## config.mk

```make
export PLATFORM = sky130hd
export DESIGN_NAME = wasm_bulk_mem_engine
export DESIGN_NICKNAME = d
export VERILOG_FILES = /design/src/rtl/wasm_bulk_mem_engine.sv
export SDC_FILE = /design/constraint.sdc
export NUM_CORES = 1
export LEC_CHECK = 0
export ABC_AREA = 1
export CELL_PAD_IN_SITES_DETAIL_PLACEMENT = 1
export CELL_PAD_IN_SITES_GLOBAL_PLACEMENT = 2
export CORE_MARGIN = 4
export CORE_UTILIZATION = 31
export CTS_CLUSTER_DIAMETER = 40
export DETAILED_ROUTE_END_ITERATION = 8
export PLACE_DENSITY_LB_ADDON = 0.2
export SYNTH_ARGS = -nofsm -noshare
export SYNTH_HDL_FRONTEND = slang
export SYNTH_SLANG_ARGS = --single-unit
```

## constraint.sdc

```tcl
create_clock -name clk -period 4.15 [get_ports clk]
set_clock_uncertainty 0.15 [all_clocks]
set_input_delay 0.415 -clock clk [delete_from_list [all_inputs] [get_ports clk]]
set_output_delay 0.415 -clock clk [all_outputs]
set_load 0.03 [all_outputs]
```

## src/rtl/wasm_bulk_mem_engine.sv

```systemverilog
// WebAssembly bulk-memory engine: executes memory.fill / memory.copy as byte-wide bus
// transactions after an up-front 33-bit bounds check. Overlapping copies pick their direction.
package wasm_bulk_mem_pkg;
  localparam int unsigned PAGE_SIZE    = 65536;
  localparam int unsigned MEMORY_PAGES = 65536;

  typedef enum logic [1:0] {
    MEM_SIZE_1 = 2'd0,
    MEM_SIZE_2 = 2'd1,
    MEM_SIZE_4 = 2'd2,
    MEM_SIZE_8 = 2'd3
  } mem_size_t;

  typedef struct packed {
    logic        valid;
    logic        write;
    logic [31:0] addr;
    mem_size_t   size;
    logic [63:0] wdata;
  } mem_bus_req_t;

  typedef struct packed {
    logic        ready;
    logic [63:0] rdata;
    logic        rvalid;
    logic        error;
  } mem_bus_resp_t;

  typedef enum logic [3:0] {
    MEM_OP_NONE     = 4'd0,
    MEM_LOAD_I8_U   = 4'd1,
    MEM_LOAD_I8_S   = 4'd2,
    MEM_LOAD_I32    = 4'd3,
    MEM_LOAD_I64    = 4'd4,
    MEM_STORE_I32_8 = 4'd5,
    MEM_STORE_I32   = 4'd6,
    MEM_STORE_I64   = 4'd7
  } mem_op_t;

  typedef enum logic [3:0] {
    TRAP_NONE          = 4'd0,
    TRAP_UNREACHABLE   = 4'd1,
    TRAP_OUT_OF_BOUNDS = 4'd2,
    TRAP_DIV_ZERO      = 4'd3,
    TRAP_INT_OVERFLOW  = 4'd4
  } trap_t;
endpackage

module wasm_bulk_mem_engine
  import wasm_bulk_mem_pkg::*;
#(
  parameter int unsigned MAX_PAGES = MEMORY_PAGES
) (
  input  logic          clk,
  input  logic          rst_n,
  input  logic          cmd_valid_i,
  output logic          cmd_ready_o,
  input  logic          cmd_op_i,
  input  logic [31:0]   cmd_dst_i,
  input  logic [31:0]   cmd_src_i,
  input  logic [31:0]   cmd_len_i,
  input  logic [7:0]    cmd_val_i,
  input  logic [31:0]   cur_pages_i,
  output mem_bus_req_t  mem_req_o,
  input  mem_bus_resp_t mem_resp_i,
  output mem_op_t       mem_op_o,
  output logic          busy_o,
  output logic          done_o,
  output trap_t         trap_o
);

  typedef enum logic [2:0] {
    S_IDLE    = 3'd0,
    S_CHECK   = 3'd1,
    S_FILL_WR = 3'd2,
    S_COPY_RD = 3'd3,
    S_COPY_WR = 3'd4,
    S_FINISH  = 3'd5
  } state_t;

  state_t      r_state;
  state_t      w_next;
  logic        r_op;
  logic        r_back;
  logic [31:0] r_dst;
  logic [31:0] r_src;
  logic [31:0] r_len;
  logic [31:0] r_dptr;
  logic [31:0] r_sptr;
  logic [31:0] r_rem;
  logic [7:0]  r_val;
  logic [7:0]  r_byte;
  trap_t       r_trap;

  logic [31:0] w_pages;
  logic [32:0] w_mem_size;
  logic [32:0] w_dst_end;
  logic [32:0] w_src_end;
  logic        w_oob;
  logic        w_access;
  logic        w_err;
  logic        w_last;
  logic        w_unused;

  // Bounds are evaluated only while in CHECK, so later changes of cur_pages_i are harmless.
  assign w_pages    = (cur_pages_i > 32'(MAX_PAGES)) ? 32'(MAX_PAGES) : cur_pages_i;
  assign w_mem_size = 33'(w_pages) * 33'(PAGE_SIZE);
  assign w_dst_end  = {1'b0, r_dst} + {1'b0, r_len};
  assign w_src_end  = {1'b0, r_src} + {1'b0, r_len};
  assign w_oob      = (w_dst_end > w_mem_size) || (r_op && (w_src_end > w_mem_size));
  assign w_access   = (r_state == S_FILL_WR) || (r_state == S_COPY_RD) || (r_state == S_COPY_WR);
  assign w_err      = w_access && mem_resp_i.error;
  assign w_last     = (r_rem == 32'd1);
  assign w_unused   = ^mem_resp_i.rdata[63:8];

  always_ff @(posedge clk or negedge rst_n) begin
    if (!rst_n) r_state <= S_IDLE;
    else        r_state <= w_next;
  end

  always_comb begin
    w_next = r_state;
    case (r_state)
      S_IDLE:    if (cmd_valid_i) w_next = S_CHECK;
      S_CHECK: begin
        if (w_oob || (r_len == 32'd0)) w_next = S_FINISH;
        else if (r_op)                 w_next = S_COPY_RD;
        else                           w_next = S_FILL_WR;
      end
      S_FILL_WR: begin
        if (w_err)                            w_next = S_FINISH;
        else if (mem_resp_i.ready && w_last)  w_next = S_FINISH;
      end
      S_COPY_RD: begin
        if (w_err)                  w_next = S_FINISH;
        else if (mem_resp_i.rvalid) w_next = S_COPY_WR;
      end
      S_COPY_WR: begin
        if (w_err)                 w_next = S_FINISH;
        else if (mem_resp_i.ready) w_next = w_last ? S_FINISH : S_COPY_RD;
      end
      S_FINISH:  w_next = S_IDLE;
      default:   w_next = S_IDLE;
    endcase
  end

  always_comb begin
    mem_req_o   = '0;
    mem_op_o    = MEM_OP_NONE;
    cmd_ready_o = 1'b0;
    busy_o      = (r_state != S_IDLE);
    done_o      = 1'b0;
    trap_o      = TRAP_NONE;
    case (r_state)
      S_IDLE: cmd_ready_o = 1'b1;
      S_FILL_WR: begin
        mem_req_o.valid = 1'b1;
        mem_req_o.write = 1'b1;
        mem_req_o.size  = MEM_SIZE_1;
        mem_req_o.addr  = r_dptr;
        mem_req_o.wdata = {56'b0, r_val};
        mem_op_o        = MEM_STORE_I32_8;
      end
      S_COPY_RD: begin
        mem_req_o.valid = 1'b1;
        mem_req_o.size  = MEM_SIZE_1;
        mem_req_o.addr  = r_sptr;
        mem_op_o        = MEM_LOAD_I8_U;
      end
      S_COPY_WR: begin
        mem_req_o.valid = 1'b1;
        mem_req_o.write = 1'b1;
        mem_req_o.size  = MEM_SIZE_1;
        mem_req_o.addr  = r_dptr;
        mem_req_o.wdata = {56'b0, r_byte};
        mem_op_o        = MEM_STORE_I32_8;
      end
      S_FINISH: begin
        done_o = 1'b1;
        trap_o = r_trap;
      end
      default: ;
    endcase
  end

  always_ff @(posedge clk or negedge rst_n) begin
    if (!rst_n) begin
      r_op   <= 1'b0;
      r_back <= 1'b0;
      r_dst  <= '0;
      r_src  <= '0;
      r_len  <= '0;
      r_dptr <= '0;
      r_sptr <= '0;
      r_rem  <= '0;
      r_val  <= '0;
      r_byte <= '0;
      r_trap <= TRAP_NONE;
    end else begin
      case (r_state)
        S_IDLE: begin
          if (cmd_valid_i) begin
            r_op   <= cmd_op_i;
            r_dst  <= cmd_dst_i;
            r_src  <= cmd_src_i;
            r_len  <= cmd_len_i;
            r_val  <= cmd_val_i;
            r_trap <= TRAP_NONE;
          end
        end
        S_CHECK: begin
          if (w_oob) r_trap <= TRAP_OUT_OF_BOUNDS;
          r_rem <= r_len;
          // A copy whose destination lies above its source runs top-down so no source byte is clobbered early.
          if (r_op && (r_dst > r_src)) begin
            r_back <= 1'b1;
            r_dptr <= r_dst + r_len - 32'd1;
            r_sptr <= r_src + r_len - 32'd1;
          end else begin
            r_back <= 1'b0;
            r_dptr <= r_dst;
            r_sptr <= r_src;
          end
        end
        S_FILL_WR: begin
          if (w_err) begin
            r_trap <= TRAP_OUT_OF_BOUNDS;
          end else if (mem_resp_i.ready) begin
            r_dptr <= r_dptr + 32'd1;
            r_rem  <= r_rem - 32'd1;
          end
        end
        S_COPY_RD: begin
          if (w_err)                  r_trap <= TRAP_OUT_OF_BOUNDS;
          else if (mem_resp_i.rvalid) r_byte <= mem_resp_i.rdata[7:0];
        end
        S_COPY_WR: begin
          if (w_err) begin
            r_trap <= TRAP_OUT_OF_BOUNDS;
          end else if (mem_resp_i.ready) begin
            r_dptr <= r_back ? (r_dptr - 32'd1) : (r_dptr + 32'd1);
            r_sptr <= r_back ? (r_sptr - 32'd1) : (r_sptr + 32'd1);
            r_rem  <= r_rem - 32'd1;
          end
        end
        default: ;
      endcase
    end
  end

endmodule

```

* Yosys cells after proc, flatten, opt, wreduce, memory -nomap -nowiden *
Cells that the tools add are included.

storage, ports and cells
  input bits = 207
  logic and storage cells = 110
  output and inout port bits = 111
  flip-flop bits (word level) = 217

cells by class
  equal/unequal tests = 18
  add/subtract/negate cells = 11
  reductions and logical operators = 24
  bitwise logic cells = 1
  mux-type cells = 40
  magnitude comparators = 4

operators with widths
  operator                 number
  $mux W32                 12
  $sub A32 B1 Y32 const B  5
  $pmux W32 S2             2
  $pmux W32 S3             1
  $pmux W34 S2             1
  $add A32 B32 Y33         2
  $gt A33 B33 Y1           2
  $add A32 B1 Y32 const B  2
  $add A32 B32 Y32         2
  $eq A32 B1 Y1 const B    1
  $gt A32 B17 Y1 const B   1
  $gt A32 B32 Y1           1
  $logic_not A32 Y1        1
  $mux W3                  9
  $mux W17                 1
  $mux W4                  4
  $pmux W8 S2              1
  $pmux W3 S5              1
  $ne A2 B2 Y1 const B     7
  $pmux W4 S3              1
  $reduce_and A3 Y1        3
  $reduce_bool A3 Y1       3
  $reduce_and A4 Y1        2
  $eq A3 B2 Y1 const B     2
  16 further kinds         31

* Longest topological paths before layout *
Gate-level depths: netlist of run 1.

  word-level depth = 8
  mapped depth = 31
  gate-level depth less buffers = 31

* Least setup slack after synthesis of run 1 *
Ideal clock, no wire load.

  path kind = register to register
  start point = register r_len[0]
  end point = register r_state[0]
  cell stages (with the launch flop) = 28
  data required time = 3.883 ns
  period minus slack after synthesis = 3.775 ns
  arrival time = 3.508 ns
  path slack = 0.375 ns
  path buffers = 0
  cells stage by stage = dfrtp_1 > ha_1 > fa_1 > nand3_1 > nand3_1 > nand2_1 > nand2_1 > nand2_1 > nand2_1 > a21oi_1 > o21ai_1 > a21oi_1 > o21ai_1 > xor2_1 > ha_1 > nand3_1 > nor2_1 > nand3_1 > nor2_1 > nand3_1 > nor2_1 > nand2_1 > o21bai_2 > nand3_1 > nand2_1 > nand2_1 > nand2_1 > nand2_1

between the ends
  longest elaborated chain between the ends = 7
  elaborated cells on any way between the ends = 10
  classes of those cells = add/sub (2); order compare (2); mux (2); reduce/logical (4)

ends and longest elaborated chain
  element                 line  text
  from (decl)             87    logic [31:0] r_len;
  from (signal assigned)  206   r_len <= cmd_len_i;
  $add A32 B32 Y33        109   assign w_src_end = {1'b0, r_src} + {1'b0, r_len};
  $gt A33 B33 Y1          110   assign w_oob = (w_dst_end > w_mem_size) || (r_op && (w_src_end > w_mem_size));
  $logic_and A1 B1 Y1     110
  $logic_or A1 B1 Y1      110
  $logic_or A1 B1 Y1 (*)  126   if (w_oob || (r_len == 32'd0)) w_next = S_FINISH;
  $mux W3 (*)             126
  $pmux W3 S5 (*)         123   case (r_state)
  to (signal assigned)    118   else r_state <= w_next;
  to (decl)               81    state_t r_state;

Every way passes the cells marked *; elsewhere a longest branch is shown, timed or not.
A chain may end at the register's enable or synchronous reset.

* Worst setup path after layout of run 1 *
  start point = register r_src[11]
  end point = register r_state[1]

between the ends
  longest elaborated chain between the ends = 7

ends and longest elaborated chain
  element                 line  text
  from (decl)             86    logic [31:0] r_src;
  from (signal assigned)  205   r_src <= cmd_src_i;
  $add A32 B32 Y33        109
  $gt A33 B33 Y1          110
  $logic_and A1 B1 Y1     110
  $logic_or A1 B1 Y1      110
  $logic_or A1 B1 Y1      126
  $mux W3                 126
  $pmux W3 S5             123

Every way passes these cells.

==> results of run 1 <==
-- synthesized netlist by cell type (all sizes together) (6+ instances only) --
library cell	instances	share of area, %
nand2	870	13
inv	533	7.9
nor2	456	7.1
a21oi	399	7.9
ha	286	14
o21ai	246	4.9
nand3	219	4.5
dfrtp	214	21
buf	106	2.9
xor2	104	3.6
clkbuf	63	0.94
nand4	57	1.5
nor3	57	1.2
xnor2	37	1.3
nor4	26	0.70
o211ai	26	0.77
mux2	17	0.76
a22oi	16	0.48
a31oi	15	0.37
o21bai	15	0.48
a21boi	14	0.42
a21o	12	0.36
o21a	11	0.33
a22o	10	0.35
o22ai	9	0.22
or2	9	0.22
a211oi	8	0.24
nand3b	7	0.21
and2	6	0.15
o221ai	6	0.21
-- tightest hold or removal path, delay by kind of cell --
family | cells | cell delay, ns
buffers and inverters | 1 | 0.40
AND/OR/NAND/NOR | 1 | 0.10
AO/OA/AOI/OAI | 1 | 0.04
-- registers in the layout (all words and copies together), names as in the netlist --
name     flops
r_state      3
r_src       32
r_rem       32
r_op         1
r_byte       8
r_dptr      32
r_dst       32
r_len       32
r_val        8
r_trap       1
r_back       1
r_sptr      32
-- cells in the final DEF, fill, tap and decap left out, types with 26 or more instances in the layout --
cell type and n:
xor2_1 101, clkdlybuf4s50_1 190, clkbuf_16 71, inv_1 488, nand4_1 55, nand3_1 200, o211ai_1 26, buf_4 394
nor2_1 417, dfrtp_1 210, nor3_1 53, ha_4 29, inv_2 37, nand2_2 30, nor2_2 26, nand2_1 829
a21oi_1 375, o21ai_0 218, xnor2_1 37, conb_1 63, ha_1 249
-- metal layers --
layer / wire length, µm / global-route usage, %
met4: 3420 / 7.64
met2: 58300 / 46.5
met5: 0 / 0
met3: 7130 / 3.01
met1: 62400 / 43.3
-- metrics by stage --
step,cells,setup slack [ns],util (%),instance area (µm²)
6_report,5580,-0.00360,43.0,34600
5_1_grt,5580,-0.234,43.0,34600
4_1_cts,5558,0.000740,41.9,33700
3_5_place_dp,5425,-0.437,38.3,30800
3_3_place_gp,5425,-0.315,38.3,30800
2_1_floorplan,3959,0.375,-,25500
-- how the worst min path moves through the flow --
stage / from / end / slack [ns] / depth (start not counted)
3_5_place_dp: r_trap[1] / r_trap[1] / 0.32 / 2
4_1_cts: cmd_src_i[28] / r_src[28] / 0.23 / 3
2_1_floorplan: rst_n / r_back / -0.03 / 0
6_report: cmd_dst_i[26] / r_dst[26] / 0.26 / 3
3_3_place_gp: r_trap[1] / r_trap[1] / 0.33 / 2
5_1_grt: cmd_dst_i[29] / r_dst[29] / 0.25 / 3
-- layout make-up --
class                           instances  area [µm²]  area share (%)
Clock buffer                           82        1880            5.43
Timing Repair Buffer                  606        5250            15.2
Inverter                              537        2040            5.89
Multi-Input combinational cell       3039       18100            52.3
Tap cell                             1060        1330            3.83
Sequential cell                       214        5360            15.5
Clock inverter                         42         659            1.91
-- logic make-up after synthesis --
logic type / count (synthesis)
flip-flops: 214
other: 1
AND/OR/NAND/NOR: 1719
adder cells (fa/ha/maj): 291
XOR/XNOR: 141
multiplexers: 17
AO/OA/AOI/OAI: 808
buffers and inverters: 706
-- repair_timing --
item,CTS,global route
hold buffers,1,0
hold endpoints to repair,84,0
setup buffers,8,22
setup endpoints to repair,4,4
gates resized for setup,81,162
pin swaps,18,74
cloned,0,0
==> metrics.txt, run 1 <==
die area 86000 µm²; CTS max path bufs 3; Avg Cell Area, Syn 6.47 µm²; Initial Utilization roughly 31%; complex-gate fraction of the synthesized area approximately 18%; Clk Latency, worst-skew pair between 0.5 and 0.6 ns; Worst setup endpoint r_state[1]; Sink Count 214; Post-synth top flop dfrtp_1; H-tree levels 3; worst setup margin -0.00360 ns; Worst Max-Slew Pin Slew 0.844 ns; CP Capture Type register; sequential area share after synthesis 21.2%; RSZ-0062 raised after global routing true; Unique masters post-synth 69; Synth Area in Adders 14.6%; Placer Congestion about 0.97; Max Cap Violations 0; Fin. Hold Viols 0; outcome finished with violations; Vias 29004; Synth Area in XOR/XNOR about 4.9%; Achievable Freq 0.241 GHz; GRT Util Overall 29.6%; critical path class register to register; Port Buffers around 200; Slew HR a little over two fifths; DRT antenna net count 0; Max FO, Critical Path 3; row count 104; worst setup path startpoint r_src[11]; antenna cells 0; Arrival @ worst endpoint roughly 4.5 ns; core area around 81000 µm²; Slew Limit Fails 0; Tcrit/Tclk final 100%; Yosys Warn Count 0; Worst Setup Start Kind register; worst r2r dst r_state[1]; # setup viols final 2; DRC errors left 0; Post-Syn Instances around 3900; Fin Setup TNS -0.00504 ns; Worst path max stage delay roughly 0.43 ns; cell with the largest stage delay on the worst path dfrtp_1; worst r2r src r_src[11]; main combinational cell family by area after synthesis simple AND/OR/NAND/NOR gates; fraction of layout cells with a size suffix above 1 about 18%; CTS tree yes; DR WL/cell 23.5 µm; Top cell by count, worst path nand2_1; Iter 0 DRT Violations 1978; nets@finish 4963; I/O pins 318; reg2reg setup slack -0.004 ns; synthesized area 25200 µm²; largest net degree at the start of global routing 90; TritonRoute pass-1 iters 5; Post-synth ARST share 100%; vias in the first global route 29709; flops & latches, synth between 200 and 250; filler cell count between 10000 and 15000; first-pass GRT wire length 192 mm; vias per inst 5.20; Hold Crit Class input port to register; R2R depth 27; DP Wirelength 107 mm; gr ovfl total 0; initial antenna violation count 2; mux contribution to synthesized area less than 1%; CP top delay family simple AND/OR/NAND/NOR gates; Die X between 200 and 300 µm; Hold WS about 0.26 ns; Area growth syn-to-layout 37.2%; Post-synth EDFFs 0; final WL 131 mm; Simple-Gate Fraction of Synth Area ~29%; Clock transition at path regs 0.05 ns; Final Critical Period roughly 4.2 ns; Root Driver clkbuf_16; TritonCTS Buffers 67; Crit path depth 27; Req. time, crit path 4.53 ns; die height 293 µm; failing checks setup timing; CP Buf/Inv Count 2
Power of run 1 is left out: the tool's default activity adds up to more than one toggle a clock period on the data nets, which glitch-free logic cannot reach.
==> run 2: changes to the inputs <==
--- a/config.mk
+++ b/config.mk
@@ -8,7 +8,7 @@
 export ABC_AREA = 1
 export CELL_PAD_IN_SITES_DETAIL_PLACEMENT = 1
 export CELL_PAD_IN_SITES_GLOBAL_PLACEMENT = 2
-export CORE_MARGIN = 4
+export CORE_MARGIN = 2
 export CORE_UTILIZATION = 31
 export CTS_CLUSTER_DIAMETER = 40
 export DETAILED_ROUTE_END_ITERATION = 8
==> run 2 against run 1 <==
Against the previous run: the flow now finishes without violations; critical path type unchanged; clock-buffer cell count is 10 lower; critical path depth down 2; register-to-register slack improved by 0.08 ns; die area down 2.7%; cell area shrank 0.22%; flip-flop and latch count is the same; cell count grew 0.45%; sequential share of layout area about the same; routed wire length grew 0.15%; utilization shrank 0.093 points; fmax increased by 2.1%.
==> metrics.txt, run 2 (synthesis gave the netlist of run 1 again) <==
nets@finish 4994 (+0.62%); GRT Util Overall 30.7% (+1.2 points); vias per inst 5.18 (-0.30%); Tcrit/Tclk final 98.1% (-2.0 points); DRT antenna net count 0 (unchanged); I/O pins 318 (unchanged); Final Critical Period 4.07 ns (-0.0840 ns); Root Driver clkbuf_16; Vias 29046 (+0.14%); Max Cap Violations 0 (unchanged); area occupied by multi-input gates 18200 µm² (+0.49%); Port Buffers 198 (unchanged); outcome finished clean; post-layout util 42.9% (-0.093 points); DR WL/cell 23.5 µm (-0.30%); Placer Congestion 0.947 (-2.6%); RSZ-0062 raised after global routing true; gr ovfl total 0 (unchanged); Slew HR 35.9% (-7.8 points); flip-flop and latch area 5360 µm² (about the same); Iter 0 DRT Violations 1874 (-5.3%); Slew Limit Fails 0 (unchanged); Worst Max-Slew Pin Slew 0.961 ns (+0.117 ns); DRC errors left 0 (unchanged); CTS tree yes; filler cell count 10248 (-0.020%); Sink Count 214 (unchanged); TritonCTS Buffers 58 (-13%); die height 289 µm (-1.4%); H-tree levels 2 (-1); Clock transition at path regs 0.05 ns (about the same); Achievable Freq 0.246 GHz (+2.1%); # setup viols final 0 (-2); commonest non-fill, non-tap cell in the layout nand2_1; largest net degree at the start of global routing 94 (+4.4%); row count 104 (unchanged); vias in the first global route 29656 (-0.18%); Arrival @ worst endpoint 4.44 ns (-0.09 ns); Hold WS 0.194 ns (-0.0651 ns); DP Wirelength 108 mm (+0.38%); Max FO, Critical Path 4 (+1); Worst Setup Start Kind register; CTS max path bufs 3 (unchanged); Initial Utilization 31.3% (unchanged); final WL 131 mm (+0.15%); critical path class register to register; Area growth syn-to-layout 36.9%; worst r2r src r_len[16]; initial antenna violation count 1 (-1); Req. time, crit path 4.52 ns (about the same); CP Capture Type register; Fin Setup TNS 0 ns (+0.00504 ns); die area 83700 µm² (-2.7%); TritonRoute pass-1 iters 7 (+2); commonest cells after routing, fill and taps aside 822 x nand2_1, 483 x inv_1, 429 x buf_4, 417 x nor2_1, 372 x a21oi_1; fraction of layout cells with a size suffix above 1 18.6% (+0.85 points); Fin. Hold Viols 0 (unchanged); Hold Crit Class input port to async pin; first-pass GRT wire length 191 mm (-0.29%); Die X 289 µm (-1.4%); Clk Latency, worst-skew pair 0.64 ns (+0.05 ns); worst setup path startpoint r_len[16]; core area 80500 µm² (unchanged)
==> run 2: changes by cell type in the layout (fill, tap and decap cells not counted), moves of 6 or more <==
cell,previous run,this run
buf_4,394,429
buf_6,4,10
bufinv_16,15,8
clkbuf_16,71,58
ha_1,249,241
nand2_1,829,822
nand2_2,30,40
==> run 2: layout make-up <==
cell class | instances | share of cell area [%]
multi-input combinational | 3039 | 52.7
timing repair buffer | 646 | 16.1
sequential | 214 | 15.5
inverter | 537 | 5.91
clock buffer | 72 | 4.59
tap | 1060 | 3.84
clock inverter | 36 | 1.38
antenna | 1 | 0.00725
==> run 2: path summary, 6_finish.rpt <==
| path | slack, ns | cells past startpoint | end |
|---|---|---|---|
| max in group asynchronous | 2.46 | 3 | r_op |
| worst max register to register | 0.08 | 25 | r_state[0] |
| worst min register to register | 0.35 | 2 | r_rem[25] |
| min in group clk | 0.22 | 3 | r_dst[9] |
| worst max-delay path | 0.08 | 25 | r_state[0] |
| worst min-delay path | 0.19 | 2 | r_sptr[10] |
==> run 2: per-layer routing <==
metal	share of wire, %	up-vias	wire, µm	track usage (%)
li1	-	13935	-	-
met1	48	14241	63300	45.0
met2	43	693	56800	46.7
met3	5.0	175	6530	3.35
met4	3.7	2	4860	10.1
met5	0.0091	-	12	0
==> run 2: per-stage QoR <==
stage / area, µm² / setup WS, ns / std cells
after global placement: 31100 / -0.400 / 5465
after detailed placement: 31100 / -0.422 / 5465
final: 34500 / 0.0804 / 5605
after floorplan: 25500 / 0.375 / 3959
after global routing: 34500 / -0.153 / 5604
after CTS: 33500 / -0.0341 / 5582
==> run 2: worst max-delay path, cell delays in order, from the launching register on <==
cell	delay (ns)
dfrtp_1	0.37
inv_2	0.07
buf_4	0.16
ha_1	0.32
buf_4	0.18
nand2_1	0.14
o21ai_0	0.38
a21oi_4	0.07
o311ai_2	0.31
xor2_1	0.19
ha_1	0.31
nand2_1	0.08
nor2_4	0.14
nand3_2	0.11
nor2_4	0.14
nand3_2	0.07
nor2_1	0.09
nand2_1	0.05
nor2_1	0.10
nand2_1	0.09
nand2_2	0.12
nand3_2	0.08
nand2_2	0.08
nand2_1	0.05
nand2_1	0.06
nand2_1	0.05
==> run 2: repair_timing <==
item | 4_1_cts | 5_1_grt
endpoints found under the hold margin | 90 | 0
hold buffers | 1 | 0
resized for setup | 81 | 193
pin swaps | 34 | 87
endpoints found under the setup margin | 4 | 4
buffers inserted | 8 | 23
Power of run 2 is left out for the same reason.
